## src/rtl/hc_sched_if.sv

```systemverilog
// Bus bundle for hc_sched: channel requests/samples in, grants, threshold and
// per-channel comparator results out.
interface hc_sched_if #(
  parameter int NCH = 4,
  parameter int DW  = 8,
  parameter int CW  = $clog2(NCH)
);
  logic [NCH-1:0]    req;
  logic [NCH*DW-1:0] ts1_flat;
  logic [NCH*DW-1:0] ts2_flat;
  logic [NCH-1:0]    ack;
  logic              th_wr;
  logic [DW-1:0]     th_din;
  logic [DW-1:0]     th_cur;
  logic [NCH-1:0]    out;
  logic              res_valid;
  logic [CW-1:0]     res_ch;
  logic              res_out;
  logic              busy;

  // The scheduler itself.
  modport slave (
    input  req, ts1_flat, ts2_flat, th_wr, th_din,
    output ack, th_cur, out, res_valid, res_ch, res_out, busy
  );

  // Sample producers and downstream consumers.
  modport master (
    output req, ts1_flat, ts2_flat, th_wr, th_din,
    input  ack, th_cur, out, res_valid, res_ch, res_out, busy
  );
endinterface

```

## src/rtl/hc_sched.sv

```systemverilog
// Round-robin scheduler sharing one hysteresis comparator among NCH channels;
// grant in IDLE, evaluate in EVAL, one result every two cycles.
module hc_sched #(
  parameter int NCH        = 4,
  parameter int DW         = 8,
  parameter int TH_DEFAULT = 5,
  parameter int CW         = $clog2(NCH)
) (
  input  logic       clk,
  input  logic       rst,
  hc_sched_if.slave  bus
);

  typedef enum logic {IDLE = 1'b0, EVAL = 1'b1} state_t;

  state_t          state;
  logic [CW-1:0]   ptr;
  logic [CW-1:0]   g_q;
  logic [DW-1:0]   ts1_q;
  logic [DW-1:0]   ts2_q;
  logic [DW-1:0]   th_q;
  logic [DW-1:0]   th_reg;
  logic [NCH-1:0]  out_reg;
  logic [NCH-1:0]  ack_reg;
  logic            res_valid_reg;
  logic [CW-1:0]   res_ch_reg;
  logic            res_out_reg;
  logic            busy_reg;

  logic [CW-1:0]   g_sel;
  logic            found;
  logic [CW-1:0]   ptr_next;

  logic signed [DW+1:0] diff;
  logic signed [DW+1:0] ndiff;
  logic signed [DW+1:0] th_ext;
  logic                 cur_bit;
  logic                 new_bit;

  // Rotating priority: first pending channel at or after ptr, wrapping.
  always_comb begin
    g_sel = '0;
    found = 1'b0;
    for (int k = 0; k < NCH; k++) begin
      if (!found && bus.req[(int'(ptr) + k) % NCH]) begin
        g_sel = CW'((int'(ptr) + k) % NCH);
        found = 1'b1;
      end
    end
    ptr_next = (g_sel == CW'(NCH - 1)) ? '0 : g_sel + CW'(1);
  end

  // Two guard bits keep both the difference and its negation exact at the
  // extremes, and let the unsigned threshold compare as a positive value.
  always_comb begin
    diff    = {{2{ts1_q[DW-1]}}, ts1_q} - {{2{ts2_q[DW-1]}}, ts2_q};
    ndiff   = -diff;
    th_ext  = {2'b00, th_q};
    cur_bit = out_reg[g_q];
    new_bit = cur_bit ? !(ndiff > th_ext) : (diff > th_ext);
  end

  always_ff @(posedge clk or posedge rst) begin
    if (rst) begin
      state         <= IDLE;
      ptr           <= '0;
      g_q           <= '0;
      ts1_q         <= '0;
      ts2_q         <= '0;
      th_q          <= '0;
      th_reg        <= DW'(TH_DEFAULT);
      out_reg       <= '0;
      ack_reg       <= '0;
      res_valid_reg <= 1'b0;
      res_ch_reg    <= '0;
      res_out_reg   <= 1'b0;
      busy_reg      <= 1'b0;
    end else begin
      ack_reg       <= '0;
      res_valid_reg <= 1'b0;
      if (bus.th_wr)
        th_reg <= bus.th_din;
      // The grant captures th_reg before any same-edge write lands.
      case (state)
        IDLE: begin
          if (found) begin
            ack_reg  <= NCH'(1) << g_sel;
            g_q      <= g_sel;
            ts1_q    <= bus.ts1_flat[g_sel*DW +: DW];
            ts2_q    <= bus.ts2_flat[g_sel*DW +: DW];
            th_q     <= th_reg;
            ptr      <= ptr_next;
            state    <= EVAL;
            busy_reg <= 1'b1;
          end
        end
        EVAL: begin
          out_reg[g_q]  <= new_bit;
          res_valid_reg <= 1'b1;
          res_ch_reg    <= g_q;
          res_out_reg   <= new_bit;
          state         <= IDLE;
          busy_reg      <= 1'b0;
        end
        default: begin
          state    <= IDLE;
          busy_reg <= 1'b0;
        end
      endcase
    end
  end

  assign bus.ack       = ack_reg;
  assign bus.th_cur    = th_reg;
  assign bus.out       = out_reg;
  assign bus.res_valid = res_valid_reg;
  assign bus.res_ch    = res_ch_reg;
  assign bus.res_out   = res_out_reg;
  assign bus.busy      = busy_reg;

endmodule

```

## src/flat_wrapper.sv

```systemverilog
// flat-port wrapper written by rule: the top's interface ports become plain ports
module hc_sched_flat 
#(
  parameter int NCH        = 4,
  parameter int DW         = 8,
  parameter int TH_DEFAULT = 5,
  parameter int CW         = $clog2(NCH)
)
  (clk, rst, bus_req, bus_ts1_flat, bus_ts2_flat, bus_th_wr, bus_th_din, bus_ack, bus_th_cur, bus_out, bus_res_valid, bus_res_ch, bus_res_out, bus_busy);
  hc_sched_if #(.NCH(NCH), .DW(DW), .CW(CW)) bus_i ();
  input  logic clk;
  input  logic rst;
  input wire logic [$bits(bus_i.req)-1:0] bus_req;
  input wire logic [$bits(bus_i.ts1_flat)-1:0] bus_ts1_flat;
  input wire logic [$bits(bus_i.ts2_flat)-1:0] bus_ts2_flat;
  input wire logic [$bits(bus_i.th_wr)-1:0] bus_th_wr;
  input wire logic [$bits(bus_i.th_din)-1:0] bus_th_din;
  output wire logic [$bits(bus_i.ack)-1:0] bus_ack;
  output wire logic [$bits(bus_i.th_cur)-1:0] bus_th_cur;
  output wire logic [$bits(bus_i.out)-1:0] bus_out;
  output wire logic [$bits(bus_i.res_valid)-1:0] bus_res_valid;
  output wire logic [$bits(bus_i.res_ch)-1:0] bus_res_ch;
  output wire logic [$bits(bus_i.res_out)-1:0] bus_res_out;
  output wire logic [$bits(bus_i.busy)-1:0] bus_busy;
  assign bus_i.req = bus_req;
  assign bus_i.ts1_flat = bus_ts1_flat;
  assign bus_i.ts2_flat = bus_ts2_flat;
  assign bus_i.th_wr = bus_th_wr;
  assign bus_i.th_din = bus_th_din;
  assign bus_ack = bus_i.ack;
  assign bus_th_cur = bus_i.th_cur;
  assign bus_out = bus_i.out;
  assign bus_res_valid = bus_i.res_valid;
  assign bus_res_ch = bus_i.res_ch;
  assign bus_res_out = bus_i.res_out;
  assign bus_busy = bus_i.busy;
  hc_sched #(.NCH(NCH), .DW(DW), .TH_DEFAULT(TH_DEFAULT), .CW(CW)) u_core (.clk(clk), .rst(rst), .bus(bus_i));
endmodule
```

## config.mk

```make
export PLATFORM = sky130hd
export DESIGN_NAME = hc_sched_flat
export DESIGN_NICKNAME = d
export VERILOG_FILES = /design/src/rtl/hc_sched_if.sv /design/src/rtl/hc_sched.sv /design/src/flat_wrapper.sv
export SDC_FILE = /design/constraint.sdc
export NUM_CORES = 1
export LEC_CHECK = 0
export CAP_MARGIN = 25
export CORE_MARGIN = 5
export CORE_UTILIZATION = 43
export CTS_CLUSTER_SIZE = 12
export DETAILED_ROUTE_END_ITERATION = 12
export PLACE_DENSITY_LB_ADDON = 0.15
export SYNTH_ARGS = -nofsm -noshare
export SYNTH_HDL_FRONTEND = slang
export SYNTH_SLANG_ARGS = --single-unit
```

## constraint.sdc

```tcl
create_clock -name clk -period 3.5 [get_ports clk]
set_clock_uncertainty 0.2 [all_clocks]
set_input_delay 0.525 -clock clk [delete_from_list [all_inputs] [get_ports clk]]
set_output_delay 0.525 -clock clk [all_outputs]
set_load 0.01 [all_outputs]
```

==> run_results.csv, run 1 <==
group,metric,value,unit
synthesis,syn-cell-area,3390,µm²
place,gp_congestion,0.904,
timing,report.final.slew_viol_count,0,
die,dieWidth,98.7,µm
timing,fin_tns_setup,-2.18,ns
clock_network,cts_made_buffers,5,
place,place_inst,615,
global_routing,grt_max_degree,51,
synthesis,synth_nets,508,
global_routing,grt_use_total,18.2,%
timing,worst_slew_pin_slew,0.593,ns
synthesis,synth_flop_cell,"dfrtp_1",
timing,finalHoldViolations,0,
timing,period_minus_slack,3.96,ns
route,drc,0,
synthesis,ys_seq_area_share,37.0,%
final_layout,stdcell_count,630,
global_routing,grt_overflow_total,0,
timing,period_share,113,%
die,core,7690,µm²
final_layout,drive_gt1_share,17.6,%
pwr,pwr_density_cell,1230,nW/µm²
synthesis,synthArstFlopShare,100,%
pwr,seqPwrFrac,15.2,%
pwr,swShare,45.2,%
clock_network,cts_sinks,50,
pwr,intPower,0.00334,W
final_layout,syn2layout_area_growth,46.4,%
synthesis,synth_top_area_share,35.5,%
min_path,hold_class,"flip-flop to flip-flop",
timing,finalSetupViolCount,5,
pwr,irDropWorstVdd,0.000662,V
die,io-pin-count,100,
route,wl_per_cell,13.6,µm
route,via_per_inst,5.00,
final_layout,layout_commonest_cell,"nand2_1",
setup_path,critPathCaptureType,"flip-flop",
synthesis,syn_area_per_cell,8.46,µm²
place,dp_hpwl,6550,µm
route,first_pass_iters,4,
timing,timing.fmax,0.253,GHz
die,rows,32,
route,drt-initial-drc-count,87,
clock_network,htreeDepth,2,
route,detail-route-antenna-nets,0,
final_layout,ff_latch_area,1250,µm²
run,drv_cap,0,
synthesis,ys_types,52,
global_routing,grt_first_pass_wirelength,14700,µm
synthesis,yosys-top-cells-area,"dfrtp_1, nand2_1, ha_1, mux2_2, o21ai_1",
timing,relSlewSlack,60.4,%
setup_path,worstPathArrival,3.92,ns
synthesis,synth_edf_count,0,
setup_path,start_kind,"flip-flop",
synthesis,syn_inst,400,
clock_network,cts_tree,"done",
clock_network,clk-insertion-delay-late,0.30,ns
synthesis,ys_warn_count,0,
final_layout,n_antenna_cell,0,
final_layout,multi_input_area,2090,µm²
outcome,status,"finished with violations",
final_layout,finalNetCount,636,
route,vias,3151,
pwr,p_comb_share,79.7,%
pwr,power_switching,0.00276,W
timing,layout_setup_ws,-0.455,ns
clock_network,clk_path_buf_depth,2,
pwr,clockPowerShare,5.1,%
final_layout,fill_cells,665,
outcome,violations,"negative setup slack",
timing,grt_setup_unrepaired,"true",
clock_network,hold_buffers,0,
final_layout,design_area,4960,µm²
pwr,leakage,2.21,nW
clock_network,clk_pin_slew,0.09,ns
setup_path,criticalPathCategory,"flip-flop to flip-flop",
die,start_util,44.0,%
final_layout,final_cell_mix,"nand2_1, clkdlybuf4s50_1, dfrtp_1",
global_routing,grt_pass1_vias,3265,
setup_path,required,3.47,ns
route,drt-total-wl,8570,µm
place,port_buffers,99,
timing,timing.hold.ws,0.291,ns
synthesis,ys_ff_latch,50,
die,die-area,9750,µm²
place,place_area,4690,µm²
global_routing,antenna_found_initial,0,
synthesis,synth_area_leader_cell,"dfrtp_1",
setup_path,critical_path_peak_fanout,5,
die,fp.dieH,98.7,µm
clock_network,clockRootBuffer,"clkbuf_8",
[area by class of cell]
type | count | share of cell area, %
Multi-Input combinational cell | 302 | 42.1
Timing Repair Buffer | 138 | 26.2
Sequential cell | 50 | 25.3
Tap cell | 102 | 2.58
Inverter | 31 | 2.35
Clock buffer | 7 | 1.54
[path summary, 6_finish.rpt]
kind / start / end / slack [ns] / depth (start not counted)
setup / recovery: u_core.ts1_q[0] / u_core.bus.res_out / -0.46 / 18
min in group asynchronous: rst / u_core.bus.th_cur[5] / 0.34 / 2
hold reg to reg: u_core.ts1_q[4] / u_core.ts1_q[4] / 0.29 / 2
hold / removal: u_core.ts1_q[4] / u_core.ts1_q[4] / 0.29 / 2
max in group asynchronous: rst / u_core.ts2_q[6] / 2.26 / 3
setup reg to reg: u_core.ts1_q[0] / u_core.bus.res_out / -0.46 / 18
[cell families (layout without fill, tap and decap cells)]
| kind of cell | Yosys count | after routing | synth area share [%] |
|---|---|---|---|
| flip-flops | 50 | 50 | 37.0 |
| multiplexers | 11 | 11 | 3.99 |
| XOR/XNOR | 9 | 9 | 2.77 |
| AND/OR/NAND/NOR | 165 | 165 | 21.2 |
| AO/OA/AOI/OAI | 88 | 88 | 18.5 |
| buffers and inverters | 48 | 176 | 5.54 |
| adder cells (fa/ha/maj) | 29 | 29 | 10.9 |
[per-stage QoR]
stage          total power [W]  setup WS, ns  util (%)
3_5_place_dp           0.00511        -0.486      61.0
3_3_place_gp           0.00497        -0.285      61.0
5_1_grt                0.00664        -0.651      64.5
6_report               0.00610        -0.455      64.5
4_1_cts                0.00562        -0.396      62.9
2_1_floorplan          0.00368        -0.140         -
[cells in the mapped netlist, drive strengths merged, types with 2 or more instances]
| cell type | n |
|---|---|
| o31ai | 3 |
| a21o | 2 |
| or4 | 2 |
| nor2b | 3 |
| nor4 | 3 |
| nor3b | 2 |
| a211o | 2 |
| or2 | 2 |
| inv | 31 |
| nand2 | 109 |
| nand3b | 2 |
| o21ai | 40 |
| nand4 | 5 |
| xnor2 | 8 |
| o22ai | 4 |
| ha | 28 |
| mux2 | 10 |
| a211oi | 3 |
| nand3 | 17 |
| o211ai | 9 |
| and2b | 2 |
| dfstp | 2 |
| nor2 | 12 |
| a31oi | 3 |
| o21a | 4 |
| dfrtp | 48 |
| o221ai | 2 |
| a2111oi | 2 |
| and2 | 5 |
| clkbuf | 16 |
| a21oi | 6 |
[routing by layer]
| layer | routed length, µm | track usage [%] |
|---|---|---|
| met5 | 0 | 0 |
| met4 | 151 | 5.15 |
| met3 | 505 | 4.46 |
| met2 | 4180 | 31.2 |
| met1 | 3740 | 22.7 |
[power by group through the flow]
stage               combinational (W)  sequential [W]  clock (W)
finish                        0.00486        0.000925   0.000313
global route                  0.00534        0.000956   0.000343
CTS                           0.00437        0.000926   0.000323
detailed placement            0.00418        0.000933          0
global placement              0.00405        0.000926          0
floorplan                     0.00275        0.000926          0
[repair_timing]
item / 4_1_cts / 5_1_grt
gates cloned: 0 / 0
pin swaps: 0 / 9
hold endpoints to repair: 0 / 0
endpoints found under the setup margin: 5 / 5
setup buffers: 4 / 4
resized for setup: 9 / 12
[critical path, cell delays in order (launching register included)]
cell       delay [ns]
dfrtp_1          0.38
inv_2            0.07
ha_4             0.13
inv_2            0.03
fa_2             0.37
a211oi_4         0.27
nor2_2           0.08
xor2_2           0.20
a2111oi_4        0.33
buf_4            0.20
nor2_4           0.04
ha_4             0.26
nand4_1          0.11
o21bai_4         0.20
a31o_4           0.26
a31oi_4          0.17
nand4_1          0.16
a31oi_4          0.24
a21oi_1          0.11
Note: power is estimated with default switching activity, not from simulation.
==> inputs of run 2 (changes only) <==
--- a/config.mk
+++ b/config.mk
@@ -6,8 +6,9 @@
 export NUM_CORES = 1
 export LEC_CHECK = 0
 export CAP_MARGIN = 25
-export CORE_MARGIN = 5
-export CORE_UTILIZATION = 43
+export CORE_MARGIN = 2
+export CORE_UTILIZATION = 45
+export CTS_BUF_LIST = sky130_fd_sc_hd__clkbuf_8
 export CTS_CLUSTER_SIZE = 12
 export DETAILED_ROUTE_END_ITERATION = 12
 export PLACE_DENSITY_LB_ADDON = 0.15
==> run 2 against run 1 <==
The run still ends with negative setup slack left. Sequential power is essentially flat. First-iteration DRC count grew 15%. Routed wire length shrank 6.0%. Clock power grew 7.3%. Hold slack lost 0.092 ns. Combinational power shrank 7.8%. Non-clock buffer count shrank 2.
==> run_results.csv, run 2 (synthesis results as in run 1) <==
group,metric,value,unit
outcome,status,"finished with violations",
outcome,violations,"negative setup slack",
final_layout,multi_input_area,2030,µm²
clock_network,htreeDepth,2,
setup_path,criticalPathCategory,"flip-flop to flip-flop",
final_layout,fill_cells,606,
setup_path,reg2reg_from,"u_core.ts1_q[0]",
clock_network,clk_path_buf_depth,2,
timing,finalHoldViolations,0,
clock_network,cts_tree,"done",
timing,relSlewSlack,62.9,%
global_routing,antenna_found_initial,0,
place,port_buffers,99,
route,via_per_inst,5.01,
final_layout,n_antenna_cell,0,
setup_path,critical_path_peak_fanout,5,
final_layout,layout_commonest_cell,"nand2_1",
die,rows,31,
setup_path,reg2regPathDepth,18,
timing,grt_setup_unrepaired,"true",
final_layout,design_area,4890,µm²
route,first_pass_iters,4,
place,place_inst,613,
timing,finalSetupViolCount,5,
setup_path,start_kind,"flip-flop",
clock_network,hold_buffers,0,
final_layout,stdcell_count,626,
min_path,hold_class,"primary input to async pin",
setup_path,r2r_end,"u_core.bus.out[1]",
pwr,irDropWorstVdd,0.000573,V
timing,timing.hold.ws,0.199,ns
clock_network,cts_made_buffers,5,
final_layout,ff_latch_area,1250,µm²
timing,period_minus_slack,3.96,ns
timing,timing.fmax,0.252,GHz
timing,period_share,113,%
clock_network,cts_sinks,50,
place,dp_slack,-0.409,ns
clock_network,clockRootBuffer,"clkbuf_8",
route,drt-total-wl,8060,µm
route,drc,0,
final_layout,syn2layout_area_growth,44.5,%
final_layout,final_cell_mix,"nand2_1, clkdlybuf4s50_1, dfrtp_1",
die,fp.dieH,90.7,µm
run,drv_cap,0,
die,io-pin-count,100,
final_layout,drive_gt1_share,16.9,%
die,start_util,46.7,%
die,die-area,8230,µm²
final_layout,finalNetCount,634,
global_routing,grt_max_degree,51,
timing,report.final.slew_viol_count,0,
setup_path,critPathCaptureType,"flip-flop",
setup_path,worstPathArrival,3.95,ns
route,vias,3137,
place,place_area,4690,µm²
pwr,leakage,2.21,nW
setup_path,r2r_setup_slack,-0.46,ns
pwr,pwr_density_cell,1170,nW/µm²
global_routing,grt_first_pass_wirelength,14000,µm
clock_network,clk_pin_slew,0.08,ns
timing,layout_setup_ws,-0.463,ns
place,gp_congestion,0.841,
route,detail-route-antenna-nets,0,
route,drt-initial-drc-count,100,
setup_path,required,3.49,ns
die,dieWidth,90.7,µm
timing,worst_slew_pin_slew,0.556,ns
die,core,7250,µm²
global_routing,grt_pass1_vias,3194,
global_routing,grt_use_total,20.4,%
place,dp_hpwl,6210,µm
clock_network,clk-insertion-delay-late,0.30,ns
global_routing,grt_overflow_total,0,
route,wl_per_cell,12.9,µm
==> run 2: layer usage <==
metal / track usage [%] / vias up / wire [µm]
li1: - / 1624 / -
met1: 25.4 / 1427 / 3630
met2: 35.4 / 77 / 3920
met3: 4.01 / 9 / 396
met4: 6.79 / 0 / 121
met5: 0 / - / 0
==> run 2: worst max-delay path by stage <==
| stage | from | to | slack (ns) | cells after the start |
|---|---|---|---|---|
| finish | u_core.ts1_q[0] | u_core.bus.out[1] | -0.46 | 18 |
| global placement | u_core.ts1_q[0] | u_core.bus.res_out | -0.27 | 18 |
| CTS | u_core.ts1_q[0] | u_core.bus.res_out | -0.43 | 18 |
| floorplan | u_core.ts1_q[0] | u_core.bus.out[0] | -0.14 | 18 |
| global route | u_core.ts1_q[0] | u_core.bus.out[0] | -0.65 | 18 |
| detailed placement | u_core.ts1_q[0] | u_core.bus.res_out | -0.41 | 18 |
==> run 2: final cells by class <==
class                      count  area share (%)
timing repair buffer         136            26.2
multi-input combinational    302            41.4
tap                           99            2.53
clock inverter                 2           0.179
sequential                    50            25.6
clock buffer                   6            1.69
inverter                      31            2.38
==> run 2: per-stage QoR <==
| step | total power [W] | TNS (ns) | util [%] |
|---|---|---|---|
| after global routing | 0.00628 | -3.23 | 67.5 |
| after CTS | 0.00568 | -2.09 | 66.9 |
| final | 0.00573 | -2.28 | 67.5 |
| after floorplan | 0.00368 | -0.692 | - |
| after global placement | 0.00497 | -1.33 | 64.7 |
| after detailed placement | 0.00510 | -1.98 | 64.7 |
==> run 2: repair_timing <==
item / in CTS / in global routing
gates resized for setup: 10 / 4
endpoints found under the setup margin: 5 / 5
buffers inserted: 3 / 1
pin swaps: 5 / 19
==> run 2: where the power goes <==
group	leakage [nW]	switching [W]	internal (W)
registers	0.607	0.000134	0.000789
clock network	0.0524	0.000179	0.000157
logic	1.55	0.00225	0.00223
total	2.21	0.00256	0.00317
==> run 2: worst max-delay path, cell delays in order, from the launching register on <==
cell	delay [ns]
dfrtp_1	0.38
inv_2	0.07
ha_4	0.13
inv_2	0.04
fa_2	0.40
a211oi_4	0.31
nor3b_2	0.09
or4_4	0.44
o311ai_4	0.12
nand2_1	0.11
xnor2_1	0.14
ha_1	0.31
o21a_1	0.13
o22ai_1	0.06
a31o_2	0.23
a31oi_1	0.16
nand4_1	0.15
a31oi_4	0.30
o21ai_1	0.09
